### src/rtl/coincidence_csr_pkg.sv
// CSR bit layout shared with the coincidence recorder, plus the reader's
// state encoding and width helpers.
package coincidence_csr_pkg;

    localparam int START_BIT   = 31;
    localparam int COINC_BIT   = 30;
    localparam int REALIGN_BIT = 29;
    localparam int MUX_LSB     = 24;
    localparam int BUSY_BIT    = 31;

    typedef logic [2:0] state_t;

    localparam state_t S_IDLE    = 3'd0;
    localparam state_t S_ARM     = 3'd1;
    localparam state_t S_WAIT_HI = 3'd2;
    localparam state_t S_WAIT_LO = 3'd3;
    localparam state_t S_SET     = 3'd4;
    localparam state_t S_SETTLE  = 3'd5;
    localparam state_t S_MATCH   = 3'd6;
    localparam state_t S_EMIT    = 3'd7;

    // Index width for a counter over n items; never narrower than one bit.
    function automatic int field_width(input int n);
        return (n > 1) ? $clog2(n) : 1;
    endfunction

    function automatic int bin_width(input int channels, input int samples, input int sum_width);
        return field_width(channels) + field_width(samples) + sum_width;
    endfunction

endpackage

### src/rtl/reader_timeout.sv
// Loadable down-counter shared by every bounded wait in the histogram reader.
// expire is high on the cycle the count sits at zero while the wait is active.
module reader_timeout #(
    parameter int WIDTH = 21
) (
    input  logic             clk,
    input  logic             reset_n,
    input  logic             load,
    input  logic [WIDTH-1:0] load_value,
    input  logic             enable,
    output logic             expire
);

    logic [WIDTH-1:0] count;

    always_ff @(posedge clk) begin
        if (!reset_n) begin
            count <= '0;
        end else if (load) begin
            count <= load_value;
        end else if (enable && (count != '0)) begin
            count <= count - 1'b1;
        end
    end

    assign expire = enable && (count == '0);

endmodule

### src/rtl/coincidence_histogram_reader.sv
// Arms a coincidence acquisition, waits for it to finish, then walks every
// (channel, address) bin through the recorder CSR and streams the counts out.
module coincidence_histogram_reader
    import coincidence_csr_pkg::*;
#(
    parameter int CHANNEL_COUNT               = 2,
    parameter int SAMPLE_CLKS_PER_COINCIDENCE = 16,
    parameter int SUM_WIDTH                   = 8,
    parameter int SETTLE_CYCLES               = 8,
    parameter int TIMEOUT_CYCLES              = 2**20,
    localparam int MUXSEL_WIDTH = field_width(CHANNEL_COUNT),
    localparam int ADDR_WIDTH   = field_width(SAMPLE_CLKS_PER_COINCIDENCE),
    localparam int BIN_WIDTH    = bin_width(CHANNEL_COUNT, SAMPLE_CLKS_PER_COINCIDENCE, SUM_WIDTH)
) (
    input  logic                 sysClk,
    input  logic                 sysResetN,
    input  logic                 start,
    input  logic                 abort,
    output logic                 busy,
    output logic                 error,
    output logic                 csrStrobe,
    output logic [31:0]          csrData,
    input  logic [31:0]          csrStatus,
    output logic                 binValid,
    input  logic                 binReady,
    output logic [BIN_WIDTH-1:0] binData,
    output logic                 binLast,
    output state_t               state
);

    localparam int TIMER_MAX   = (TIMEOUT_CYCLES > SETTLE_CYCLES) ? TIMEOUT_CYCLES : SETTLE_CYCLES;
    localparam int TIMER_WIDTH = $clog2(TIMER_MAX + 1);

    localparam logic [MUXSEL_WIDTH-1:0] LAST_CHAN = MUXSEL_WIDTH'(CHANNEL_COUNT - 1);
    localparam logic [ADDR_WIDTH-1:0]   LAST_ADDR = ADDR_WIDTH'(SAMPLE_CLKS_PER_COINCIDENCE - 1);

    state_t                  state_next;
    logic [MUXSEL_WIDTH-1:0] chan;
    logic [ADDR_WIDTH-1:0]   addr;
    logic [SUM_WIDTH-1:0]    count;
    logic [31:0]             csr_word;
    logic [31:0]             csr_hold;
    logic [TIMER_WIDTH-1:0]  timer_load;
    logic                    timeout_hit;
    logic                    expire;
    logic                    in_wait;
    logic                    echo_match;
    logic                    last_bin;
    logic                    unused_status;

    assign in_wait    = (state == S_WAIT_HI) || (state == S_WAIT_LO) ||
                        (state == S_SETTLE)  || (state == S_MATCH);
    assign echo_match = (csrStatus[MUX_LSB +: MUXSEL_WIDTH] == chan) &&
                        (csrStatus[SUM_WIDTH +: ADDR_WIDTH] == addr);
    assign last_bin   = (chan == LAST_CHAN) && (addr == LAST_ADDR);

    // The timer reloads on every state change, so each wait starts fresh;
    // SETTLE borrows it as a fixed delay.
    assign timer_load = (state_next == S_SETTLE) ? TIMER_WIDTH'(SETTLE_CYCLES - 1)
                                                 : TIMER_WIDTH'(TIMEOUT_CYCLES - 1);

    reader_timeout #(
        .WIDTH (TIMER_WIDTH)
    ) u_timeout (
        .clk        (sysClk),
        .reset_n    (sysResetN),
        .load       (state_next != state),
        .load_value (timer_load),
        .enable     (in_wait),
        .expire     (expire)
    );

    always_comb begin
        state_next  = state;
        timeout_hit = 1'b0;
        case (state)
            S_IDLE:    if (start) state_next = S_ARM;
            S_ARM:     state_next = S_WAIT_HI;
            S_WAIT_HI: begin
                if (csrStatus[BUSY_BIT]) state_next = S_WAIT_LO;
                else if (expire) begin
                    state_next  = S_IDLE;
                    timeout_hit = 1'b1;
                end
            end
            S_WAIT_LO: begin
                if (!csrStatus[BUSY_BIT]) state_next = S_SET;
                else if (expire) begin
                    state_next  = S_IDLE;
                    timeout_hit = 1'b1;
                end
            end
            S_SET:     state_next = S_SETTLE;
            S_SETTLE:  if (expire) state_next = S_MATCH;
            S_MATCH: begin
                if (echo_match) state_next = S_EMIT;
                else if (expire) begin
                    state_next  = S_IDLE;
                    timeout_hit = 1'b1;
                end
            end
            S_EMIT:    if (binReady) state_next = last_bin ? S_IDLE : S_SET;
            default:   state_next = S_IDLE;
        endcase
        if (abort) begin
            state_next  = S_IDLE;
            timeout_hit = 1'b0;
        end
    end

    always_comb begin
        csr_word = '0;
        if (state == S_ARM) begin
            csr_word[START_BIT] = 1'b1;
        end else begin
            csr_word[MUX_LSB +: MUXSEL_WIDTH] = chan;
            csr_word[0 +: ADDR_WIDTH]         = addr;
            csr_word[START_BIT]               = 1'b0;
            csr_word[COINC_BIT]               = 1'b0;
            csr_word[REALIGN_BIT]             = 1'b0;
        end
    end

    always_ff @(posedge sysClk) begin
        if (!sysResetN) begin
            state    <= S_IDLE;
            error    <= 1'b0;
            chan     <= '0;
            addr     <= '0;
            count    <= '0;
            csr_hold <= '0;
        end else begin
            state <= state_next;
            // The recorder's GPIO register keeps the last written word.
            if (csrStrobe) csr_hold <= csr_word;
            if ((state == S_IDLE) && (state_next == S_ARM)) begin
                error <= 1'b0;
                chan  <= '0;
                addr  <= '0;
            end
            if (timeout_hit) error <= 1'b1;
            if ((state == S_MATCH) && (state_next == S_EMIT)) count <= csrStatus[SUM_WIDTH-1:0];
            if ((state == S_EMIT) && (state_next == S_SET)) begin
                if (addr == LAST_ADDR) begin
                    addr <= '0;
                    chan <= chan + 1'b1;
                end else begin
                    addr <= addr + 1'b1;
                end
            end
        end
    end

    // Handshake: binData/binLast are stable while binValid && !binReady;
    // a word transfers on a clock edge where both are high.
    assign busy      = (state != S_IDLE);
    assign csrStrobe = (state == S_ARM) || (state == S_SET);
    assign csrData   = csrStrobe ? csr_word : csr_hold;
    assign binValid  = (state == S_EMIT);
    assign binData   = {chan, addr, count};
    assign binLast   = binValid && last_bin;

    assign unused_status = &{1'b0, csrStatus};

endmodule

### config.mk
export PLATFORM = sky130hd
export DESIGN_NAME = coincidence_histogram_reader
export DESIGN_NICKNAME = d
export VERILOG_FILES = /design/src/rtl/coincidence_csr_pkg.sv /design/src/rtl/reader_timeout.sv /design/src/rtl/coincidence_histogram_reader.sv
export SDC_FILE = /design/constraint.sdc
export NUM_CORES = 1
export LEC_CHECK = 0
export BUFFER_PORTS_ARGS = -buffer_cell sky130_fd_sc_hd__buf_2
export CAP_MARGIN = 10
export CORE_MARGIN = 2
export CORE_UTILIZATION = 45
export DETAILED_ROUTE_END_ITERATION = 10
export PLACE_DENSITY = 0.79
export SKIP_LAST_GASP = 1
export SLEW_MARGIN = 20
export SYNTH_ARGS = -nofsm -noshare
export SYNTH_HDL_FRONTEND = slang
export SYNTH_SLANG_ARGS = --single-unit
### constraint.sdc
create_clock -name sysClk -period 5.6 [get_ports sysClk]
set_input_delay 1.12 -clock sysClk [delete_from_list [all_inputs] [get_ports sysClk]]
set_output_delay 1.12 -clock sysClk [all_outputs]
set_load 0.1 [all_outputs]
# == Yosys cells after proc, flatten, opt, wreduce, memory -nomap -nowiden ==
# Index checks and enable logic that the tools add are counted.
# totals
output_inout_bits,53
in_bits,37
ramBits,0
latch_bits,0
memories,0
ff_bits,70
rom_bits,0
word_cells,75
# op_classes
n_reduce_logical,19
n_bitwise,0
mul,0
addsub,3
div,0
shifts,0
magnitude_cmp,0
muxes,31
n_eq_ne,15
# op_table
cell,count
21-bit 2-to-1 mux,2
32-bit 2-to-1 mux,1
3-bit 2-to-1 mux,9
3-bit one-hot mux with 8 select lines,1
3-bit == test (second input constant),7
21-bit logical NOT,1
21-bit nonzero test,1
21-bit by 1-bit subtractor with 21-bit output (second input constant),1
20-bit 2-to-1 mux,1
4-bit 2-to-1 mux,4
1-bit 2-to-1 mux,12
1-bit logical AND,8
3-bit by 1-bit == test with 1-bit output (second input constant),2
3-bit by 2-bit == test with 1-bit output (second input constant),2
2-bit nonzero test,3
4-bit by 1-bit adder with 4-bit output (second input constant),1
4-bit == test,1
4-bit == test (second input constant),1
1-bit logical OR,4
3-bit logical NOT,1
3-bit != test,1
1-bit one-hot mux with 3 select lines,1
3-bit nonzero test,1
1-bit adder (second input constant),1
1-bit == test,1

# == Depth between registers and ports, before layout ==
# Gate-level depths: netlist of the first run.
# depth
word_depth,14
ltp_mapped,11
depth_no_buf,10

# == By module ==
# Synthesis of the first run repeated with hierarchy kept, for this count alone.
# unflattened
hier_cells,401
hier_area_um2,3480.8
# modules_own_cells
mod,cells_each,seq_area_each_um2,area_per_inst_um2,n_inst
coincidence_histogram_reader,247,980.9,2219.6,1
reader_timeout,154,420.4,1261.2,1

# == Worst setup path before layout of the first run ==
# Ideal clock, no wire load.
# synth_path
path_type,flip-flop to output port
from,register state[2]
to,output csrData[0]
arrival_ns,3.955
required_ns,4.480
slack_ns,0.525
n_path_buf,1
stages_incl_launch_ff,6
cell_sequence,dfxtp_1 -> inv_1 -> clkbuf_1 -> nor2_1 -> a22oi_1 -> o21ai_0
# synth_via
elab_chain_len,3
word_cells_on_any_way,5
cone_classes,2 x eq/ne; 2 x mux; 1 x reduce/logical
# synth_rtl
item,line_no,rtl
start: declaration,coincidence_histogram_reader.sv:28,output state_t state
start signal: assignment,coincidence_histogram_reader.sv:133,state <= state_next;
3-bit by 1-bit == test with 1-bit output / 3-bit == test (equally long branches),"coincidence_histogram_reader.sv:113, coincidence_histogram_reader.sv:157",
4-bit 2-to-1 mux / 1-bit logical OR (equally long branches),"coincidence_histogram_reader.sv:113, coincidence_histogram_reader.sv:157",
32-bit 2-to-1 mux (*),--,
end: declaration,coincidence_histogram_reader.sv:22,"output logic [31:0] csrData,"
# Mark *: on every way between the ends. The rest lies on a longest branch, timed or not.

==> results by group, run 1 <==
Clock network
  • CTS max path bufs: 2
  • Hold buffer count at cts: 0
  • Clock-pin slew of the registers on the worst-case setup and hold paths: 80 ps
  • Setup repair bufs after CTS: 0
  • CTS Root Buffer Type: clkbuf_8
  • TritonCTS buffer count: 9
  • CTS H-tree lvls: 3
  • Post-cts resize count: 0
  • CTS tree: done
  • Clk sink count: 70
  • Worst skew pair latency: 340 ps

STA
  • Max Clk Rate: 0.2611 GHz
  • Clock Skews: 8.693 ps
  • Final hold viol count: 0
  • Slew @ Worst Pin: 969.9 ps
  • Headroom to the max-slew limit: 35.34%
  • Setup TNS: 0 ps
  • Min Tclk post-route: 3831 ps
  • Worst hold slack: 478.7 ps
  • RSZ-0062 raised after global routing: no
  • Fin crit share: 68.40%
  • Slew Viols, Final: 0
  • Final setup fails: 0

Global routing
  • Vias in the first global route: 3095
  • Largest net degree at the start of global routing: 71
  • Grt ovf: 0
  • First-pass GRT wire length: 14.15 mm
  • Antenna violations before repair: 0
  • All-Layer GR Usage: 19.71%

Route
  • Wirelength per Cell: 14.35 µm
  • DRC violations left: 0
  • 1st-pass router iterations: 5
  • Detail Route Antenna Nets: 0
  • Vias per inst: 5.606
  • DRT iter0 DRCs: 341
  • Routed wire length: 8.450 mm
  • DR vias: 3302

Synthesis
  • Mapped cell area: 0.003600 mm²
  • Synth Area per Inst: 8.450 µm²
  • Yosys reg bits: 70
  • Sequential fraction of the synthesis area: 38.93%
  • Ys async rst share: 0%
  • Synthesized instance count: 426
  • Synth Flop Type: dfxtp_1
  • Synth cell types: 49
  • Mapped Nets: 466
  • Ys Warns: 0
  • Post-synth EDFFs: 0

Place
  • Post-Place Cell Area: 0.003961 mm²
  • # port buffers: 71
  • Routability cong.: 0.9233
  • Detail Placement HPWL: 5.455 mm

Pwr
  • Comb power frac: 11.5%
  • Net Switching: 318.7 µW
  • Lkg Pwr: 1.854 nW
  • Sw Share: 29.21%
  • Clk pwr share: 39.1%
  • Seq pwr share: 49.3%
  • Power Internal: 772.4 µW
  • Pwr per Cell Area: 261.9 mW/mm²
  • Peak supply drop: 151.4 µV

Floorplan
  • Die height: 93.44 µm
  • Core Rows: 32
  • Die W: 93.44 µm
  • Core area: 0.007727 mm²
  • Die Area: 0.008731 mm²
  • Starting Density: 46.58%
  • I/O pin total: 90

Critical path
  • Worst EP required: 4480 ps
  • Worst Setup Path Type: reg -> out
  • Slack of the worst reg-to-reg path: 2390 ps
  • Max FO, Critical Path: 53
  • FF-to-FF End: u_timeout.count[18]
  • Element type at the critical path start: flop
  • FF-to-FF Start: state[0]
  • CP Capture Type: primary output
  • R2R cell count: 8
  • Worst EP arrival: 2710 ps

Final layout
  • Share of cells above drive strength 1: 23.61%
  • ANT cells: 0
  • # nets final: 522
  • Final core utilization: 53.92%
  • Design area: 0.004167 mm²
  • P&R area growth vs syn: 15.75%

Flow run
  • Max-Cap Viols: 0

Worst hold path
  • Type of the worst min-delay path: reg -> reg
  • Hold Crit Depth: 1
  • Hold EP: csr_hold[20]
  • Hold Crit Start: csr_hold[20]

Outcome
  • Result of the run: complete, no violations
cell usage after synthesis (all sizes together), types with 2 or more instances:
| cell | n | area (µm²) |
|---|---|---|
| a22oi | 11 | 82.58 |
| nand2b | 5 | 31.28 |
| nor4b | 4 | 35.03 |
| and2 | 35 | 219.0 |
| nand4bb | 2 | 27.53 |
| buf | 9 | 67.55 |
| a21oi | 6 | 30.03 |
| nor2b | 14 | 87.58 |
| nor3 | 15 | 90.09 |
| a2111oi | 2 | 55.05 |
| dfxtp | 70 | 1401 |
| o211ai | 2 | 15.01 |
| nand3 | 12 | 70.07 |
| a21boi | 4 | 30.03 |
| a32oi | 16 | 140.1 |
| or2 | 14 | 87.58 |
| a21o | 2 | 15.01 |
| a211oi | 4 | 35.03 |
| and3 | 32 | 205.2 |
| nand4 | 3 | 18.77 |
| nor3b | 3 | 22.52 |
| xnor2 | 8 | 70.07 |
| nor4 | 7 | 43.79 |
| inv | 10 | 37.54 |
| o21ai | 31 | 155.2 |
| clkbuf | 18 | 67.56 |
| nor2 | 33 | 123.9 |
| nand2 | 32 | 120.1 |
| mux2i | 9 | 90.09 |
| ha | 3 | 37.54 |
power groups by stage:
stage	registers (mW)	logic [mW]	clock network, mW
detailed placement	0.549	0.124	0
floorplan	0.543	0.101	0
CTS	0.537	0.125	0.431
global placement	0.548	0.119	0
finish	0.538	0.126	0.427
global route	0.542	0.140	0.456
cell type report:
type	count	area (µm²)
tap	102	127.6
fill	697	3561
sequential	70	1401
clock buffer	9	123.9
multi-input combinational	319	2033
clock inverter	7	80.08
inverter	10	37.54
timing repair buffer	72	362.8
layer usage:
layer	vias to the layer above	share of wire, %	track usage, %	wire length, µm
li1	1626	-	-	-
met1	1561	45	25.08	3835
met2	99	47	32.13	3951
met3	16	6.4	5.399	544
met4	0	1.4	6.740	119
met5	-	0	0	0
critical path, cell delays in order, from the launching register on:
cell and delay [ps]:
dfxtp_1 690, inv_1 340, nand2_1 140, a21o_2 540, and2_1 220, buf_2 430
cell usage in the layout, fill, tap and decap left out, types with 4 or more instances in the layout:
cell,instances
or2_2,14
buf_2,71
nor4b_1,4
a21boi_0,4
a32oi_1,16
nand2_1,32
nor4_1,6
and2_1,34
and3_1,31
xnor2_1,8
a21oi_1,6
nor2_1,33
nand2b_1,5
o21ai_0,31
nand3_1,10
mux2i_1,9
a22oi_1,11
nor3_1,12
clkbuf_8,9
inv_1,10
nor2b_1,14
dfxtp_1,70
worst max-delay path by stage:
stage	from	to	depth (start not counted)
2_1_floorplan	state[2]	csrData[0]	5
3_3_place_gp	state[2]	csrData[18]	5
3_5_place_dp	state[2]	csrData[29]	5
4_1_cts	state[2]	csrData[29]	5
5_1_grt	state[2]	csrData[9]	5
6_report	state[2]	csrData[22]	5
state kept, by name (all words and copies together), names as in the netlist:
| signal | flops |
|---|---|
| chan | 1 |
| count | 8 |
| u_timeout.count | 21 |
| csr_hold | 32 |
| error | 1 |
| state | 3 |
| addr | 4 |
cell families after synthesis:
group	count (synthesis)	synth area share [%]
buffers and inverters	37	4.796
adders and majority gates	3	1.043
and+or+nand+nor	214	33.61
AOI/OAI and AO/OA	84	16.93
DFF	70	38.93
xor gates and xnor gates	9	2.190
muxes	9	2.503
per-stage QoR:
stage / power [mW] / setup WS, ps / cells
6_report: 1.091 / 1769 / 589
2_1_floorplan: 0.6442 / 525.0 / 426
3_3_place_gp: 0.6671 / 1935 / 573
4_1_cts: 1.093 / 1499 / 589
3_5_place_dp: 0.6730 / 1882 / 573
5_1_grt: 1.137 / 1562 / 589
(Power assumes the default switching activity.)
==> run 2, diff against run 1 <==
==> constraint.sdc (replaced) <==
create_clock -name sysClk -period 3.84 [get_ports sysClk]
set_input_delay 0.768 -clock sysClk [delete_from_list [all_inputs] [get_ports sysClk]]
set_output_delay 0.768 -clock sysClk [all_outputs]
set_load 0.1 [all_outputs]
==> results by group, run 2 (synthesis results as in run 1) <==
Outcome
  • Result of the run: complete, no violations (unchanged)

Clock network
  • Post-cts resize count: 0 (unchanged)
  • CTS Root Buffer Type: clkbuf_8 (unchanged)
  • TritonCTS buffer count: 9 (unchanged)
  • Hold buffer count at cts: 0 (unchanged)
  • Clk sink count: 70 (unchanged)
  • CTS H-tree lvls: 3 (unchanged)
  • CTS max path bufs: 2 (unchanged)
  • CTS tree: done (unchanged)
  • Clock-pin slew of the registers on the worst-case setup and hold paths: 80 ps (about the same)
  • Setup repair bufs after CTS: 0 (unchanged)
  • Worst skew pair latency: 350 ps (was 340 ps)

STA
  • RSZ-0062 raised after global routing: no (unchanged)
  • Final setup fails: 0 (unchanged)
  • Clock Skews: 15.44 ps (was 8.693 ps)
  • Final hold viol count: 0 (unchanged)
  • Slew @ Worst Pin: 968.0 ps (was 969.9 ps)
  • Min Tclk post-route: 3348 ps
  • Headroom to the max-slew limit: 35.47% (was 35.34%)
  • Fin crit share: 87.19%
  • Slew Viols, Final: 0 (unchanged)
  • Max Clk Rate: 0.2987 GHz

Critical path
  • Slack of the worst reg-to-reg path: 640 ps (was 2390 ps)
  • FF-to-FF End: u_timeout.count[18] (unchanged)
  • CP Capture Type: primary output (unchanged)
  • Worst Setup Path Type: reg -> out (unchanged)
  • FF-to-FF Start: state[1] (was state[0])
  • Max FO, Critical Path: 17 (was 53)
  • R2R cell count: 8 (unchanged)
  • Element type at the critical path start: flop (unchanged)
  • Worst EP arrival: 2580 ps (was 2710 ps)
  • Worst EP required: 3070 ps (was 4480 ps)

Route
  • Wirelength per Cell: 14.41 µm (was 14.35 µm)
  • DR vias: 3291 (was 3302)
  • Detail Route Antenna Nets: 0 (unchanged)
  • DRC violations left: 0 (unchanged)
  • 1st-pass router iterations: 5 (unchanged)
  • Routed wire length: 8.516 mm (was 8.450 mm)
  • DRT iter0 DRCs: 244 (was 341)
  • Vias per inst: 5.569 (was 5.606)

Place
  • Detail Placement HPWL: 5.680 mm (was 5.455 mm)
  • Routability cong.: 0.9643 (was 0.9233)
  • # port buffers: 71 (unchanged)
  • Dpl cells: 575 (was 573)
  • Post-Place Cell Area: 0.003993 mm² (was 0.003961 mm²)

Floorplan
  • Core Rows: 32 (unchanged)
  • Die W: 93.44 µm (unchanged)
  • Core area: 0.007727 mm² (unchanged)
  • I/O pin total: 90 (unchanged)
  • Starting Density: 46.58% (unchanged)
  • Die Area: 0.008731 mm² (unchanged)
  • Die height: 93.44 µm (unchanged)

Global routing
  • Largest net degree at the start of global routing: 71 (unchanged)
  • All-Layer GR Usage: 19.70% (was 19.71%)
  • First-pass GRT wire length: 13.81 mm (was 14.15 mm)
  • Vias in the first global route: 3003 (was 3095)
  • Antenna violations before repair: 0 (unchanged)
  • Grt ovf: 0 (unchanged)

Worst hold path
  • Hold EP: csr_hold[11] (was csr_hold[20])
  • Type of the worst min-delay path: reg -> reg (unchanged)
  • Hold Crit Depth: 1 (unchanged)
  • Hold Crit Start: csr_hold[11] (was csr_hold[20])

Pwr
  • Overall power: 1.512 mW (was 1.091 mW)
  • Sw Share: 29.00% (was 29.21%)
  • Clk pwr share: 35.9% (was 39.1%)
  • Comb power frac: 12.2% (was 11.5%)
  • Lkg Pwr: 1.863 nW (was 1.854 nW)
  • Peak supply drop: 203.8 µV (was 151.4 µV)
  • Seq pwr share: 51.9% (was 49.3%)
  • Net Switching: 438.3 µW (was 318.7 µW)
  • Power Internal: 1.073 mW (was 772.4 µW)
  • Pwr per Cell Area: 362.1 mW/mm² (was 261.9 mW/mm²)

Final layout
  • # nets final: 524 (was 522)
  • Post-Layout Cell Count: 591 (was 589)
  • Share of cells above drive strength 1: 24.74% (was 23.61%)
  • Top flop regs: csr_hold x32, u_timeout.count x21, count x8 (unchanged)
  • ANT cells: 0 (unchanged)
  • Design area: 0.004174 mm² (was 0.004167 mm²)
  • P&R area growth vs syn: 15.95% (was 15.75%)
  • Number of flip-flops under the largest register name: 32 (unchanged)
  • Most common cell after layout, fill and taps aside: buf_2 (unchanged)
  • Most frequent cells in the layout: 71 x buf_2, 70 x dfxtp_1, 34 x and2_1 (unchanged)
  • Final core utilization: 54.02% (was 53.92%)
  • Top reg by flops: csr_hold (unchanged)

Flow run
  • Max-Cap Viols: 0 (unchanged)
## run 2: cell count changes in the layout (fill, tap and decap cells not counted)
cell,previous run,this run
o21ai_0,31,25
o21ai_2,0,4
buf_4,1,3
o21ai_1,0,2
a21o_1,1,2
a21o_2,1,0
and3_1,31,30
and3_2,0,1
bufinv_16,1,0
clkbuf_8,9,10
clkinv_2,1,2
inv_8,1,0
## run 2: per-stage QoR
| stage | hold WS (ps) | setup TNS, ps | setup WS, ps |
|---|---|---|---|
| 2_1_floorplan | 443.8 | -193.9 | -130.2 |
| 3_3_place_gp | 456.8 | 0 | 734.2 |
| 3_5_place_dp | 460.7 | 0 | 645.7 |
| 4_1_cts | 482.1 | 0 | 522.1 |
| 5_1_grt | 491.7 | 0 | 286.8 |
| 6_report | 478.5 | 0 | 491.9 |
## run 2: worst max-delay path by stage
stage               cells after the start  slack (ps)                   to  startpoint
floorplan                               5        -130           csrData[0]    state[2]
global placement                        8         730  u_timeout.count[18]       abort
detailed placement                      8         650  u_timeout.count[18]       abort
CTS                                     5         520           csrData[3]    state[2]
global route                            5         290           csrData[3]    state[2]
finish                                  5         490           csrData[3]    state[2]
## run 2: final cells by class
class	count	area, µm²
timing repair buffer	74	377.9
sequential	70	1401
multi-input combinational	319	2048
clock inverter	6	43.79
tap	102	127.6
fill	701	3553
inverter	10	37.54
clock buffer	10	137.6
## run 2: power by group through the flow
stage	Combinational (mW)	Clock [mW]	Sequential [mW]
after floorplan	0.148	0	0.792
after global placement	0.176	0	0.798
after detailed placement	0.182	0	0.800
after CTS	0.183	0.555	0.783
after global routing	0.204	0.586	0.789
final	0.185	0.542	0.784
## run 2: routing by layer
layer | vias to the layer above | wire (µm) | track usage [%]
li1 | 1638 | - | -
met1 | 1513 | 3785 | 25.49
met2 | 125 | 3970 | 30.70
met3 | 15 | 606 | 5.721
met4 | 0 | 153 | 8.088
met5 | - | 0 | 0
## run 2: worst max-delay path, cell delays in order, from the launching register on
cell and delay, ps:
dfxtp_1 660, inv_1 330, nor2_1 460, a22oi_1 170
o21ai_2 180, buf_2 450
==> run 3, diff against run 2 <==
--- a/config.mk
+++ b/config.mk
@@ -10,9 +10,10 @@
 export CORE_MARGIN = 2
 export CORE_UTILIZATION = 45
 export DETAILED_ROUTE_END_ITERATION = 10
-export PLACE_DENSITY = 0.79
+export PLACE_DENSITY_LB_ADDON = 0.12
 export SKIP_LAST_GASP = 1
 export SLEW_MARGIN = 20
 export SYNTH_ARGS = -nofsm -noshare
 export SYNTH_HDL_FRONTEND = slang
+export SYNTH_HIERARCHICAL = 1
 export SYNTH_SLANG_ARGS = --single-unit
==> results by group, run 3 <==
Synthesis
  • Synth Flop Type: dfxtp_1 (unchanged)
  • Ys async rst share: 0% (unchanged)
  • Synth area leader: dfxtp_1 (unchanged)
  • Adder-Cell Fraction of Synth Area: 1.078% (was 1.043%)
  • Post-synth EDFFs: 0 (unchanged)
  • Synth top area share: 40.26% (was 38.93%)
  • Post-Synth Simple-Gate Area: 29.83% (was 33.61%)
  • Ys Warns: 6 (was 0)
  • Main combinational cell family by area after synthesis: simple AND/OR/NAND/NOR gates (unchanged)
  • Count leader, synth: dfxtp_1 (unchanged)
  • Sequential fraction of the synthesis area: 40.26% (was 38.93%)
  • Synthesized instance count: 401 (was 426)
  • Synth Area in XOR/XNOR: 6.039% (was 2.190%)
  • Compound-cell area share of the yosys netlist: 14.70% (was 16.93%)
  • Yosys reg bits: 70 (unchanged)
  • Synth Area per Inst: 8.680 µm² (was 8.450 µm²)
  • Synth cell types: 61 (was 49)
  • Synth top cells by count: 70 x dfxtp_1, 35 x and2_1, 27 x and3_1, 27 x o21ai_0 (was 70 x dfxtp_1, 34 x and2_1, 33 x nor2_1)
  • Top cells by area, synth: dfxtp_1 40%, and2_1 6.3%, xnor2_1 5.5% (was dfxtp_1 39%, and2_1 5.9%, and3_1 5.4%)
  • Mapped cell area: 0.003481 mm² (was 0.003600 mm²)
  • Mux share of post-synthesis cell area: 2.588% (was 2.503%)

Floorplan
  • Die W: 91.95 µm (was 93.44 µm)
  • Die Area: 0.008455 mm² (was 0.008731 mm²)
  • Core area: 0.007607 mm² (was 0.007727 mm²)
  • I/O pin total: 90 (unchanged)
  • Core Rows: 32 (unchanged)
  • Starting Density: 45.76% (was 46.58%)
  • Die height: 91.95 µm (was 93.44 µm)

Critical path
  • Crit path buf inv count: 3 (was 2)
  • Worst EP required: 4130 ps (was 3070 ps)
  • Crit path max-delay family: simple AND/OR/NAND/NOR gates (was buffers and inverters)
  • Max FO, Critical Path: 6 (was 17)
  • Critical path's slowest cell: or4b_2 (was dfxtp_1)
  • CP Cell Sequence: inv_1, ha_1, nor4b_1, nand4_1, nor3_1, buf_4, inv_1, a221o_1, o21a_1, xnor2_1, nand3_1, or4b_2, nand3_1 (was inv_1, nor2_1, a22oi_1, o21ai_2, buf_2)
  • Largest stage delay, worst path: 710 ps (was 660 ps)
  • Worst EP arrival: 3790 ps (was 2580 ps)
  • CP Capture Type: flop (was primary output)
  • Worst Setup Path Type: reg -> reg (was reg -> out)
  • Element type at the critical path start: flop (unchanged)

Final layout
  • Area of the multi-input gates: 0.001911 mm² (was 0.002048 mm²)
  • # nets final: 509 (was 524)
  • Top flop regs: csr_hold x32, u_timeout/count x21, count x8 (was csr_hold x32, u_timeout.count x21, count x8)
  • Layout filler cell count: 744 (was 701)
  • ANT cells: 0 (unchanged)
  • Top reg by flops: csr_hold (unchanged)
  • Most frequent cells in the layout: 71 x buf_2, 67 x dfxtp_1, 35 x and2_1 (was 71 x buf_2, 70 x dfxtp_1, 34 x and2_1)
  • Share of cells above drive strength 1: 24.47% (was 24.74%)
  • Design area: 0.004136 mm² (was 0.004174 mm²)
  • P&R area growth vs syn: 18.84% (was 15.95%)
  • FF+latch area: 0.001405 mm² (was 0.001401 mm²)
  • Most common cell after layout, fill and taps aside: buf_2 (unchanged)
  • Number of flip-flops under the largest register name: 32 (unchanged)

Clock network
  • Setup repair bufs after CTS: 0 (unchanged)
  • Clk sink count: 70 (unchanged)
  • Post-cts resize count: 0 (unchanged)
  • CTS Root Buffer Type: clkbuf_8 (unchanged)
  • Hold buffer count at cts: 0 (unchanged)
  • CTS tree: done (unchanged)
  • Worst skew pair latency: 350 ps (about the same)
  • CTS H-tree lvls: 3 (unchanged)
  • CTS max path bufs: 2 (unchanged)
  • Clock-pin slew of the registers on the worst-case setup and hold paths: 70 ps (was 80 ps)
  • TritonCTS buffer count: 9 (unchanged)

Pwr
  • Peak supply drop: 244.8 µV (was 203.8 µV)
  • Power Internal: 1.194 mW (was 1.073 mW)
  • Clk pwr share: 39.7% (was 35.9%)
  • Net Switching: 442.7 µW (was 438.3 µW)
  • Lkg Pwr: 1.910 nW (was 1.863 nW)
  • Seq pwr share: 48.1% (was 51.9%)
  • Comb power frac: 12.2% (about the same)
  • Pwr per Cell Area: 395.8 mW/mm² (was 362.1 mW/mm²)
  • Sw Share: 27.04% (was 29.00%)

STA
  • Min Tclk post-route: 3498 ps (was 3348 ps)
  • Slew @ Worst Pin: 725.0 ps (was 968.0 ps)
  • Headroom to the max-slew limit: 51.22% (was 35.47%)
  • Slew Viols, Final: 0 (unchanged)
  • RSZ-0062 raised after global routing: no (unchanged)
  • Final setup fails: 0 (unchanged)
  • Fin crit share: 91.09% (was 87.19%)
  • Setup TNS: 0 ps (unchanged)
  • Final hold viol count: 0 (unchanged)
  • Max Clk Rate: 0.2859 GHz (was 0.2987 GHz)
  • Clock Skews: 10.42 ps (was 15.44 ps)

Outcome
  • Result of the run: complete, no violations (unchanged)

Worst hold path
  • Type of the worst min-delay path: reg -> reg (unchanged)

Global routing
  • Largest net degree at the start of global routing: 54 (was 71)
  • First-pass GRT wire length: 12.97 mm (was 13.81 mm)
  • Vias in the first global route: 2792 (was 3003)
  • Grt ovf: 0 (unchanged)
  • All-Layer GR Usage: 18.95% (was 19.70%)
  • Antenna violations before repair: 0 (unchanged)

Route
  • Routed wire length: 7.699 mm (was 8.516 mm)
  • 1st-pass router iterations: 6 (was 5)
  • DR vias: 2972 (was 3291)
  • Detail Route Antenna Nets: 0 (unchanged)
  • DRT iter0 DRCs: 157 (was 244)
  • Wirelength per Cell: 13.37 µm (was 14.41 µm)
  • Vias per inst: 5.160 (was 5.569)
  • DRC violations left: 0 (unchanged)

Place
  • Detail Placement HPWL: 5.183 mm (was 5.680 mm)
  • Post-Place Cell Area: 0.003923 mm² (was 0.003993 mm²)
  • # port buffers: 71 (unchanged)
  • Routability cong.: 0.7965 (was 0.9643)

Flow run
  • Max-Cap Viols: 0 (unchanged)
[run 3: changes by cell type after synthesis, sizes merged, moves of 12 or more]
cell and change:
nand2 -17, a32oi -16, nor2 -12, a21oi +17
or2 -13, nor2b -12, xnor2 +14
[run 3: metrics by stage]
step | setup slack, ps | total power, mW | std cells | hold WS [ps] | utilization, %
global route | 41.59 | 1.717 | 576 | 471.4 | 54.37
global placement | 335.9 | 0.9993 | 560 | 443.7 | 51.56
CTS | 277.3 | 1.657 | 576 | 460.6 | 54.37
floorplan | 53.66 | 0.9490 | 403 | 443.8 | -
finish | 342.0 | 1.637 | 576 | 456.6 | 54.37
detailed placement | 274.3 | 1.004 | 560 | 449.5 | 51.56
[run 3: worst paths after layout]
check	end	start	slack, ps	cells after the start
worst min-delay path	error	error	460	2
worst max register to register	u_timeout/count[1]	u_timeout/count[0]	340	13
worst max-delay path	u_timeout/count[1]	u_timeout/count[0]	340	13
worst min register to register	error	error	460	2
[run 3: cell type report]
type	count	share of cell area [%]
multi-input cells	293	46.19
flip-flops and latches	70	33.97
repair buffers	80	10.22
clock buffers	10	3.085
well taps	102	3.085
clock inverters	6	2.087
inverters	15	1.361
[run 3: power by group through the flow]
stage | logic (mW) | registers, mW | clock network [mW]
after global placement | 0.196 | 0.803 | 0
final | 0.200 | 0.787 | 0.650
after CTS | 0.201 | 0.787 | 0.669
after global routing | 0.225 | 0.792 | 0.700
after floorplan | 0.151 | 0.798 | 0
after detailed placement | 0.200 | 0.804 | 0
[run 3: worst register-to-register path: cells and delay by family (launching register included)]
| family | cells | cell delay [ps] |
|---|---|---|
| compound gates | 2 | 590 |
| xor+xnor | 1 | 150 |
| fa+ha+maj | 1 | 140 |
| buf+inv | 3 | 340 |
| flops | 1 | 350 |
| simple gates | 6 | 1900 |
[run 3: layer usage]
metal,part of all wire (%),track usage (%),up-vias
met5,0,0,-
met4,1.4,9.080,0
met3,6.1,4.355,10
met2,42,27.70,68
met1,50,26.37,1344
li1,-,-,1550
[run 3: kinds of logic (layout without fill, tap and decap cells)]
logic type | Yosys count | after routing
AO/OA/AOI/OAI | 80 | 80
XOR/XNOR | 24 | 24
adder cells (fa/ha/maj) | 3 | 3
buffers and inverters | 40 | 111
flip-flops | 70 | 70
multiplexers | 9 | 9
other | 2 | 4
AND/OR/NAND/NOR | 173 | 173
